<file path="config.mk">
export PLATFORM = sky130hd
export DESIGN_NAME = polyphase_split
export DESIGN_NICKNAME = d
export VERILOG_FILES = /design/src/rtl/winograd_pkg.sv /design/src/rtl/polyphase_line_buf.sv /design/src/rtl/polyphase_split.sv
export SDC_FILE = /design/constraint.sdc
export NUM_CORES = 2
export LEC_CHECK = 0
export CELL_PAD_IN_SITES_DETAIL_PLACEMENT = 0
export CELL_PAD_IN_SITES_GLOBAL_PLACEMENT = 1
export CORE_UTILIZATION = 60
export CTS_BUF_LIST = sky130_fd_sc_hd__clkbuf_4 sky130_fd_sc_hd__clkbuf_8
export DETAILED_ROUTE_END_ITERATION = 8
export PLACE_DENSITY_LB_ADDON = 0.1
export SLEW_MARGIN = 20
export SYNTH_ARGS = -nofsm -noshare
export SYNTH_HDL_FRONTEND = slang
export SYNTH_SLANG_ARGS = --single-unit
</file>
<file path="constraint.sdc">
create_clock -name clk -period 7.48 [get_ports clk]
set_input_delay 2.244 -clock clk [delete_from_list [all_inputs] [get_ports clk]]
set_output_delay 2.244 -clock clk [all_outputs]
set_load 0.03 [all_outputs]
</file>
<file path="src/rtl/winograd_pkg.sv">
// Shared types and constants for the stride-2 Winograd convolution path.
// Also hosts the index-width helper used for counter and port sizing.
package winograd_pkg;

    localparam int DEF_WIDTH = 16;
    localparam int DEF_ROWS  = 224;
    localparam int DEF_COLS  = 224;

    typedef logic signed [DEF_WIDTH-1:0] pixel_t;

    typedef struct packed {
        pixel_t ee;
        pixel_t eo;
        pixel_t oe;
        pixel_t oo;
    } quad_t;

    typedef enum logic [1:0] {
        EVEN_ROW     = 2'd0,
        ODD_EVEN_COL = 2'd1,
        ODD_ODD_COL  = 2'd2
    } split_state_e;

    // Never returns zero, so a dimension of 1 still yields a legal vector.
    function automatic int idx_bits(input int n);
        return (n > 1) ? $clog2(n) : 1;
    endfunction

endpackage

</file>
<file path="src/rtl/polyphase_line_buf.sv">
// Even/odd column line buffer holding one even row of the frame.
// One shared write port, combinational read of both banks at one address.
module polyphase_line_buf
    import winograd_pkg::*;
#(
    parameter int WIDTH = DEF_WIDTH,
    parameter int DEPTH = DEF_COLS / 2,
    parameter int AW    = idx_bits(DEPTH)
) (
    input  logic             clk,
    input  logic             we,
    input  logic             wr_odd,
    input  logic [AW-1:0]    wr_addr,
    input  logic [WIDTH-1:0] wr_data,
    input  logic [AW-1:0]    rd_addr,
    output logic [WIDTH-1:0] rd_e,
    output logic [WIDTH-1:0] rd_o
);

    logic [WIDTH-1:0] bank_e [DEPTH];
    logic [WIDTH-1:0] bank_o [DEPTH];

    always_ff @(posedge clk) begin
        if (we) begin
            if (wr_odd) bank_o[wr_addr] <= wr_data;
            else        bank_e[wr_addr] <= wr_data;
        end
    end

    assign rd_e = bank_e[rd_addr];
    assign rd_o = bank_o[rd_addr];

endmodule

</file>
<file path="src/rtl/polyphase_split.sv">
// Raster-order pixel stream to co-located polyphase quads.
// Even rows are buffered; each odd-odd pixel completes and emits one quad.
module polyphase_split
    import winograd_pkg::*;
#(
    parameter int WIDTH = DEF_WIDTH,
    parameter int ROWS  = DEF_ROWS,
    parameter int COLS  = DEF_COLS,
    parameter int RQ    = idx_bits(ROWS / 2),
    parameter int CQ    = idx_bits(COLS / 2)
) (
    input  logic             clk,
    input  logic             rst_n,
    input  logic             in_valid,
    output logic             in_ready,
    input  logic [WIDTH-1:0] in_data,
    output logic             out_valid,
    input  logic             out_ready,
    output logic [WIDTH-1:0] out_ee,
    output logic [WIDTH-1:0] out_eo,
    output logic [WIDTH-1:0] out_oe,
    output logic [WIDTH-1:0] out_oo,
    output logic [RQ-1:0]    out_row,
    output logic [CQ-1:0]    out_col,
    output logic             divide_done
);

    localparam int RW = idx_bits(ROWS);
    localparam int CW = idx_bits(COLS);

    split_state_e     state;
    logic [RW-1:0]    row;
    logic [CW-1:0]    col;
    logic [WIDTH-1:0] oe_hold;
    logic [WIDTH-1:0] rd_e;
    logic [WIDTH-1:0] rd_o;
    logic [CQ-1:0]    col_half;
    logic             in_hs;
    logic             out_hs;
    logic             last_col;
    logic             last_row;
    logic             load;
    logic             buf_we;

    // Only the quad-completing pixel has to wait for the output slot.
    assign in_ready = rst_n &&
        ((state != ODD_ODD_COL) || !out_valid || out_ready);
    assign in_hs    = in_valid && in_ready;
    assign out_hs   = out_valid && out_ready;
    assign last_col = (col == CW'(COLS - 1));
    assign last_row = (row == RW'(ROWS - 1));
    assign col_half = CQ'(col >> 1);
    assign load     = in_hs && (state == ODD_ODD_COL);
    assign buf_we   = in_hs && (state == EVEN_ROW);

    polyphase_line_buf #(
        .WIDTH (WIDTH),
        .DEPTH (COLS / 2),
        .AW    (CQ)
    ) u_line_buf (
        .clk     (clk),
        .we      (buf_we),
        .wr_odd  (col[0]),
        .wr_addr (col_half),
        .wr_data (in_data),
        .rd_addr (col_half),
        .rd_e    (rd_e),
        .rd_o    (rd_o)
    );

    always_ff @(posedge clk) begin
        if (!rst_n) begin
            row <= '0;
            col <= '0;
        end else if (in_hs) begin
            if (last_col) begin
                col <= '0;
                row <= last_row ? '0 : row + 1'b1;
            end else begin
                col <= col + 1'b1;
            end
        end
    end

    always_ff @(posedge clk) begin
        if (!rst_n) begin
            state <= EVEN_ROW;
        end else if (in_hs) begin
            unique case (1'b1)
                state == EVEN_ROW:
                    if (last_col) state <= ODD_EVEN_COL;
                state == ODD_EVEN_COL:
                    state <= ODD_ODD_COL;
                state == ODD_ODD_COL:
                    state <= last_col ? EVEN_ROW : ODD_EVEN_COL;
                default:
                    state <= EVEN_ROW;
            endcase
        end
    end

    always_ff @(posedge clk) begin
        if (!rst_n) begin
            oe_hold <= '0;
        end else if (in_hs && state == ODD_EVEN_COL) begin
            oe_hold <= in_data;
        end
    end

    // Output slot holds copies, so the line buffer may be reused freely.
    always_ff @(posedge clk) begin
        if (!rst_n) begin
            out_valid   <= 1'b0;
            out_ee      <= '0;
            out_eo      <= '0;
            out_oe      <= '0;
            out_oo      <= '0;
            out_row     <= '0;
            out_col     <= '0;
            divide_done <= 1'b0;
        end else begin
            if (load) begin
                out_valid <= 1'b1;
                out_ee    <= rd_e;
                out_eo    <= rd_o;
                out_oe    <= oe_hold;
                out_oo    <= in_data;
                out_row   <= RQ'(row >> 1);
                out_col   <= col_half;
            end else if (out_hs) begin
                out_valid <= 1'b0;
            end
            divide_done <= out_hs &&
                (out_row == RQ'(ROWS / 2 - 1)) &&
                (out_col == CQ'(COLS / 2 - 1));
        end
    end

endmodule
</file>
# After elaboration in Yosys (flattened, before gate mapping)
# Memories as Yosys holds them, arrays and structs flattened. A register that Yosys moved wholly into a read port is not among the register bits.
# Cells that the tools add are included.
[word_totals] register_bits=82 ram_bits=3584 out_inout_bits=81 elab_cells=52 n_memories=2
[op_classes] addsub=2 n_eq_ne=8 n_mux=13 reduce_logical=17
[mem_list] memory="u_line_buf.bank_e" words=112 width=16 read_ports=1 rd_ports_with_merged_regs=1 write_ports=1 line="polyphase_line_buf.sv:20" source="logic [WIDTH-1:0] bank_e [DEPTH];"
[mem_list] memory="u_line_buf.bank_o" words=112 width=16 read_ports=1 rd_ports_with_merged_regs=1 write_ports=1 line="polyphase_line_buf.sv:21" source="logic [WIDTH-1:0] bank_o [DEPTH];"
[op_table] cell="$add A8 B1 Y8 const B" count=2
[op_table] cell="$eq A8 B8 Y1 const B" count=2
[op_table] cell="$mux W8" count=2
[op_table] cell="$eq A7 B7 Y1 const B" count=2
[op_table] cell="$mux W1" count=9
[op_table] cell="$logic_and A1 B1 Y1" count=8
[op_table] cell="$pmux W2 S3" count=1
[op_table] cell="$ne A2 B2 Y1 const B" count=2
[op_table] cell="$reduce_and A2 Y1" count=2
[op_table] cell="$logic_not A1 Y1" count=3
[op_table] cell="$eq A2 B1 Y1 const B" count=1
[op_table] cell="$eq A2 B2 Y1 const B" count=1
[op_table] cell="$logic_not A2 Y1" count=1
[op_table] cell="$logic_or A1 B1 Y1" count=2
[op_table] cell="$mux W2" count=1
[op_table] cell="$reduce_bool A2 Y1" count=1

# Longest topological paths before layout
[logic_depth] word_depth=8 ltp_mapped=13 ltp_nobuf=6

# Hierarchy
# A second synthesis with hierarchy kept.
[hier_totals] cells_unflattened=6389 hier_area_um2=141728.4
[modules_own_cells] module="polyphase_line_buf" n_inst=1 cells_per_inst=5865 area_each_um2=137350.5 seq_area_each_um2=107623.2
[modules_own_cells] module="polyphase_split" n_inst=1 cells_per_inst=524 area_each_um2=4377.9 seq_area_each_um2=2282.2

# Worst setup path after synthesis
# OpenSTA, ideal clock, no wires.
[synth_path] kind="input to output" startpoint="input port rst_n" endpoint="output port in_ready" arrival_ns=3.335 required_time_ns=5.236 slack_ns=1.901 path_stages=4 n_path_buf=3 cell_sequence="clkbuf_1 > clkbuf_1 > clkbuf_1 > o21a_1"
[synth_between] elab_chain_len=1
[synth_rtl] item="from (decl)" line="polyphase_split.sv:13" source="input logic rst_n,"
[synth_rtl] item="$logic_and A1 B1 Y1" line="polyphase_split.sv:46" source="assign in_ready = rst_n &&"
[synth_rtl] item="to (decl)" line="polyphase_split.sv:15" source="output logic in_ready,"
# No other way between the ends.

# Final worst setup path
[layout_path] startpoint="input port out_ready" endpoint="output port in_ready"
[layout_between] elab_chain_len=2
[layout_rtl] item="from (decl)" line="polyphase_split.sv:18" source="input logic out_ready,"
[layout_rtl] item="$logic_or A1 B1 Y1" line="polyphase_split.sv:47" source="((state != ODD_ODD_COL) || !out_valid || out_ready);"
[layout_rtl] item="$logic_and A1 B1 Y1" line="polyphase_split.sv:46"
# No other way between the ends.

==> results <==
- The run finished with clean final reports.
- Entering global routing, the biggest net connects 143 pins.
- The total wire length is 462000 microns.
- The count of non-filler cells in the finished layout is 11622.
- Detailed routing inserted a total of 81947 vias.
- The number of cell instances on the worst register-to-register path is 7.
- Timing analysis after detailed placement gives a worst setup slack of 0.704 ns.
- Measured against its own limit, the worst slew margin works out to 8.01%.
- The number of buffers inserted by post-CTS setup repair is 0.
- The worst slack on hold paths is 0.461 ns.
- The startpoint of the lowest-slack register-to-register path is col[4]$_SDFFE_PN0N_.
- The register-to-register setup slack is 2.74 ns.
- The placed instances occupy a cell area of 149000 sq um.
- Across every metal layer, demand over resource in global routing totals 38.8%.
- From bottom edge to top edge, the die measures 490 microns.
- The count of flip-flops with a built-in enable after synthesis is 3584.
- IR analysis of the VDD net gives a maximum drop of 253 uV.
- The post-synth design cell area is 143000 sq um.
- The setup violation total in the final timing report is 0.
- The number of iterations in the first detailed-routing pass is 6.
- The layout overhead on the synthesized area is 12.1%.
- The number of buffers inserted during clock tree synthesis is 599.
- The worst-case hold path end point is out_oe[14]$_SDFFE_PN0P_.
- The largest clock skew in the final design is 0.0745 ns.
- Cells fill 67.8% of the core in the end.
- The die covers 240000 sq um.
- The global placement routability congestion is 0.958.
- For this run, asynchronously set or reset flops after synthesis account for 0%.
- Once placement completed, the tool counted placed cells totaling 10559.
- The wire length of the first global-routing pass is 631000 microns.
- The hold violation count in the final report is 0.
- The sum of internal, switching and leakage power is 41.0 mW.
- Static timing analysis puts the maximum clock frequency at 154 MHz.
- The number of primary I/O pins is 101.
- The area of the placeable core is 236000 sq um.
- In the synthesized netlist, the number of instances is 7450.
- The critical hold path startpoint is oe_hold[14]$_SDFFE_PN0P_.
- The share of synthesized cell area in full adder, half adder and majority cells is 0.0175%.
- Summing the areas of all and, or, nand and nor instances in the mapped netlist gives 2.72% of the synthesized area.
- The root cell of the clock tree is sky130_fd_sc_hd__clkbuf_8.
- After global routing the overflow that remains totals 0.
- The final critical path takes up 87.0% of the cycle.
- Post-CTS repair changed the size of 0 cells.
- The synthesized netlist devotes 6.72% of its cell area to compound gates.
- The biggest area contributor in the post-synthesis netlist is sky130_fd_sc_hd__edfxtp_1.
- Once routing completed, OpenROAD measured the worst setup slack at 0.974 ns.
- After clock tree synthesis, the clock-pin slew on the worst setup and hold paths is 0.06 ns.
- The tightest min-delay check is of the reg -> reg type.
- Clock tree synthesis found a total of 3698 sinks.
- After the first detailed-routing iteration, the DRC count stood at 12954.
- The ratio of routed vias to standard cells is 7.05.
- After synthesis, the share of cell area in mux cells is 11.5%.
- After synthesis, flip-flops and latches occupy 77.0% of the total area.
- The number of nets in the synthesized netlist is 7472.
- Dividing the detail-routed wire length by the instance count gives 39.8 microns.
- The share of cells above drive strength 1 is 24.8%.
- The worst hold path depth is 2.
- After synthesis, the largest family of logic cells by area is multiplexers.
- Synthesis inferred 3698 register bits.
- Buffers inserted to repair hold after CTS numbered 0.
- The fraction of synthesized cell area taken by the top area cell type is 75.4%.
- The count of buffers from port buffering is 100.
- The number of nets with antenna violations after detailed routing is 0.
- The startpoint type of the worst setup path is a primary input.
- In the post-synthesis netlist, the biggest area contributors are sky130_fd_sc_hd__edfxtp_1 (75%), sky130_fd_sc_hd__mux4_2 (7.1%), sky130_fd_sc_hd__mux2i_1 (2.7%).
- The worst setup path is captured at a primary output.
- Counting distinct cell types in the post-synthesis netlist gives 87.
- Detailed placement ended at an HPWL of 276000 microns.
- Tracing the worst setup path back leads to its startpoint at out_ready.
- Data arrives at the worst endpoint at 4.26 ns.
- The clock reaches the later pin of the worst-skew pair after 1.15 ns.
- The final critical-path required period is 6.51 ns.
- For this design the ratio of total power to cell area is 257 nW/um^2.
- The clock passes through at most 4 buffers.
- The max capacitance violation total is 0.
- In this run the critical register-to-register path is captured at out_ee[6]$_SDFFE_PN0P_.
- After floorplanning, the core was divided into 178 placement rows.
- The setup TNS is 0 ns.
- The max-slew violation count is 0.
- The finished layout cell area is 160000 sq um.
- From left edge to right edge, the die measures 490 microns.
- The initial core utilization is 60.5%.
- In this run the mean area of a mapped cell was 19.2 sq um.
- The via count of the first global-routing pass is 78962.
- The number of nets in the finished design is 8033.
- The area share of xor/xnor cells in the synthesized design is 0.0859%.
- The leakage power of the design is 49.2 nW.
- For this run, design rule violations remaining after detail routing come to 0.
- For this run, the number of Yosys warnings is 0.
- STA puts the critical path data required time at 5.24 ns.
- TritonCTS built the clock tree.
- At the pin with the least slew margin, the transition time is 1.37 ns.
- In the synthesized netlist the dominant register cell turns out to be sky130_fd_sc_hd__edfxtp_1.
- The initial antenna violation count is 28.
- The maximum fanout count along the critical path is 7.
- Setup repair after global routing left no endpoint under its margin.
- The CTS H-tree depth is 6.
- The worst setup path is of the in -> out kind.
worst max-delay path, cell delays in order:
cell	delay, ns
sky130_fd_sc_hd__clkdlybuf4s50_1	0.48
sky130_fd_sc_hd__nand2b_1	0.50
sky130_fd_sc_hd__o21a_1	0.31
sky130_fd_sc_hd__clkdlybuf4s50_1	0.72
cell usage in the layout, fill, tap and decap left out, types with 141 or more instances in the layout:
cell type	instances
sky130_fd_sc_hd__edfxtp_1	3584
sky130_fd_sc_hd__nand2_1	312
sky130_fd_sc_hd__a221oi_1	254
sky130_fd_sc_hd__buf_4	335
sky130_fd_sc_hd__clkbuf_4	198
sky130_fd_sc_hd__mux2_2	175
sky130_fd_sc_hd__clkbuf_8	630
sky130_fd_sc_hd__mux2i_1	385
sky130_fd_sc_hd__a22oi_1	225
sky130_fd_sc_hd__nor2_1	248
sky130_fd_sc_hd__clkinv_1	141
sky130_fd_sc_hd__mux4_2	451
logic make-up (layout without fill, tap and decap cells):
logic type | Yosys count | in the layout
AO/OA/AOI/OAI | 1303 | 1303
other | 0 | 14
AND/OR/NAND/NOR | 884 | 884
multiplexers | 1025 | 1025
flip-flops | 3698 | 3698
buffers and inverters | 524 | 1532
XOR/XNOR | 14 | 14
adder cells (fa/ha/maj) | 2 | 2
routing by layer:
metal	up-vias	track usage, %	part of all wire [%]
met4	26	24.5	7.1
met2	6607	57.0	45
met5	-	0	0.039
met3	1200	10.3	13
met1	42084	52.1	35
li1	32030	-	-
power by group:
group	switching [mW]	internal, mW
clock	7.91	8.92
sequential	0.0139	22.7
combinational	1.08	0.402
how the worst max path moves through the flow:
| stage | cells after the start | to | slack [ns] |
|---|---|---|---|
| finish | 4 | in_ready | 0.97 |
| global route | 4 | in_ready | 0.98 |
| CTS | 4 | in_ready | 0.98 |
| detailed placement | 8 | u_line_buf.bank_o[70][12]$_DFFE_PP_ | 0.70 |
| global placement | 6 | u_line_buf.bank_o[21][12]$_DFFE_PP_ | 0.55 |
| floorplan | 4 | in_ready | 1.90 |
Yosys cell counts (16+ instances only):
library cell	number
sky130_fd_sc_hd__clkbuf_1	175
sky130_fd_sc_hd__edfxtp_1	3584
sky130_fd_sc_hd__nand2b_1	18
sky130_fd_sc_hd__mux2i_1	385
sky130_fd_sc_hd__a221o_1	32
sky130_fd_sc_hd__o22a_1	17
sky130_fd_sc_hd__buf_4	84
sky130_fd_sc_hd__mux2_2	175
sky130_fd_sc_hd__nor3_1	28
sky130_fd_sc_hd__dfxtp_1	114
sky130_fd_sc_hd__nor2b_1	22
sky130_fd_sc_hd__buf_1	28
sky130_fd_sc_hd__o22ai_1	128
sky130_fd_sc_hd__o221ai_1	31
sky130_fd_sc_hd__a211oi_1	21
sky130_fd_sc_hd__o2bb2ai_1	16
sky130_fd_sc_hd__a21oi_1	128
sky130_fd_sc_hd__a31oi_1	70
sky130_fd_sc_hd__a22o_1	48
sky130_fd_sc_hd__a22oi_1	225
sky130_fd_sc_hd__nand2_1	318
sky130_fd_sc_hd__mux4_2	451
sky130_fd_sc_hd__o21ai_0	137
sky130_fd_sc_hd__nor2_1	334
sky130_fd_sc_hd__buf_6	40
sky130_fd_sc_hd__a21boi_0	67
sky130_fd_sc_hd__a221oi_1	254
sky130_fd_sc_hd__nand4_1	16
sky130_fd_sc_hd__buf_2	183
sky130_fd_sc_hd__nand3_1	62
area by class of cell:
cell class / count / area [sq um]
diodes: 14 / 35.0
clock inverters: 231 / 1270
multi-input cells: 3228 / 30400
repair buffers: 474 / 4350
well taps: 3150 / 3940
clock buffers: 817 / 10000
flip-flops and latches: 3698 / 110000
inverters: 10 / 50.0
fillers: 15346 / 75900
state kept, by name, summed over array words and instances (netlist names):
register and flops:
u_line_buf.bank_e 1792, u_line_buf.bank_o 1792, oe_hold 16, out_ee 16
out_eo 16, out_oe 16, out_oo 16, col 8
row 8, out_col 7, out_row 7, state 2
divide_done 1, out_valid 1
(Power assumes the default switching activity.)
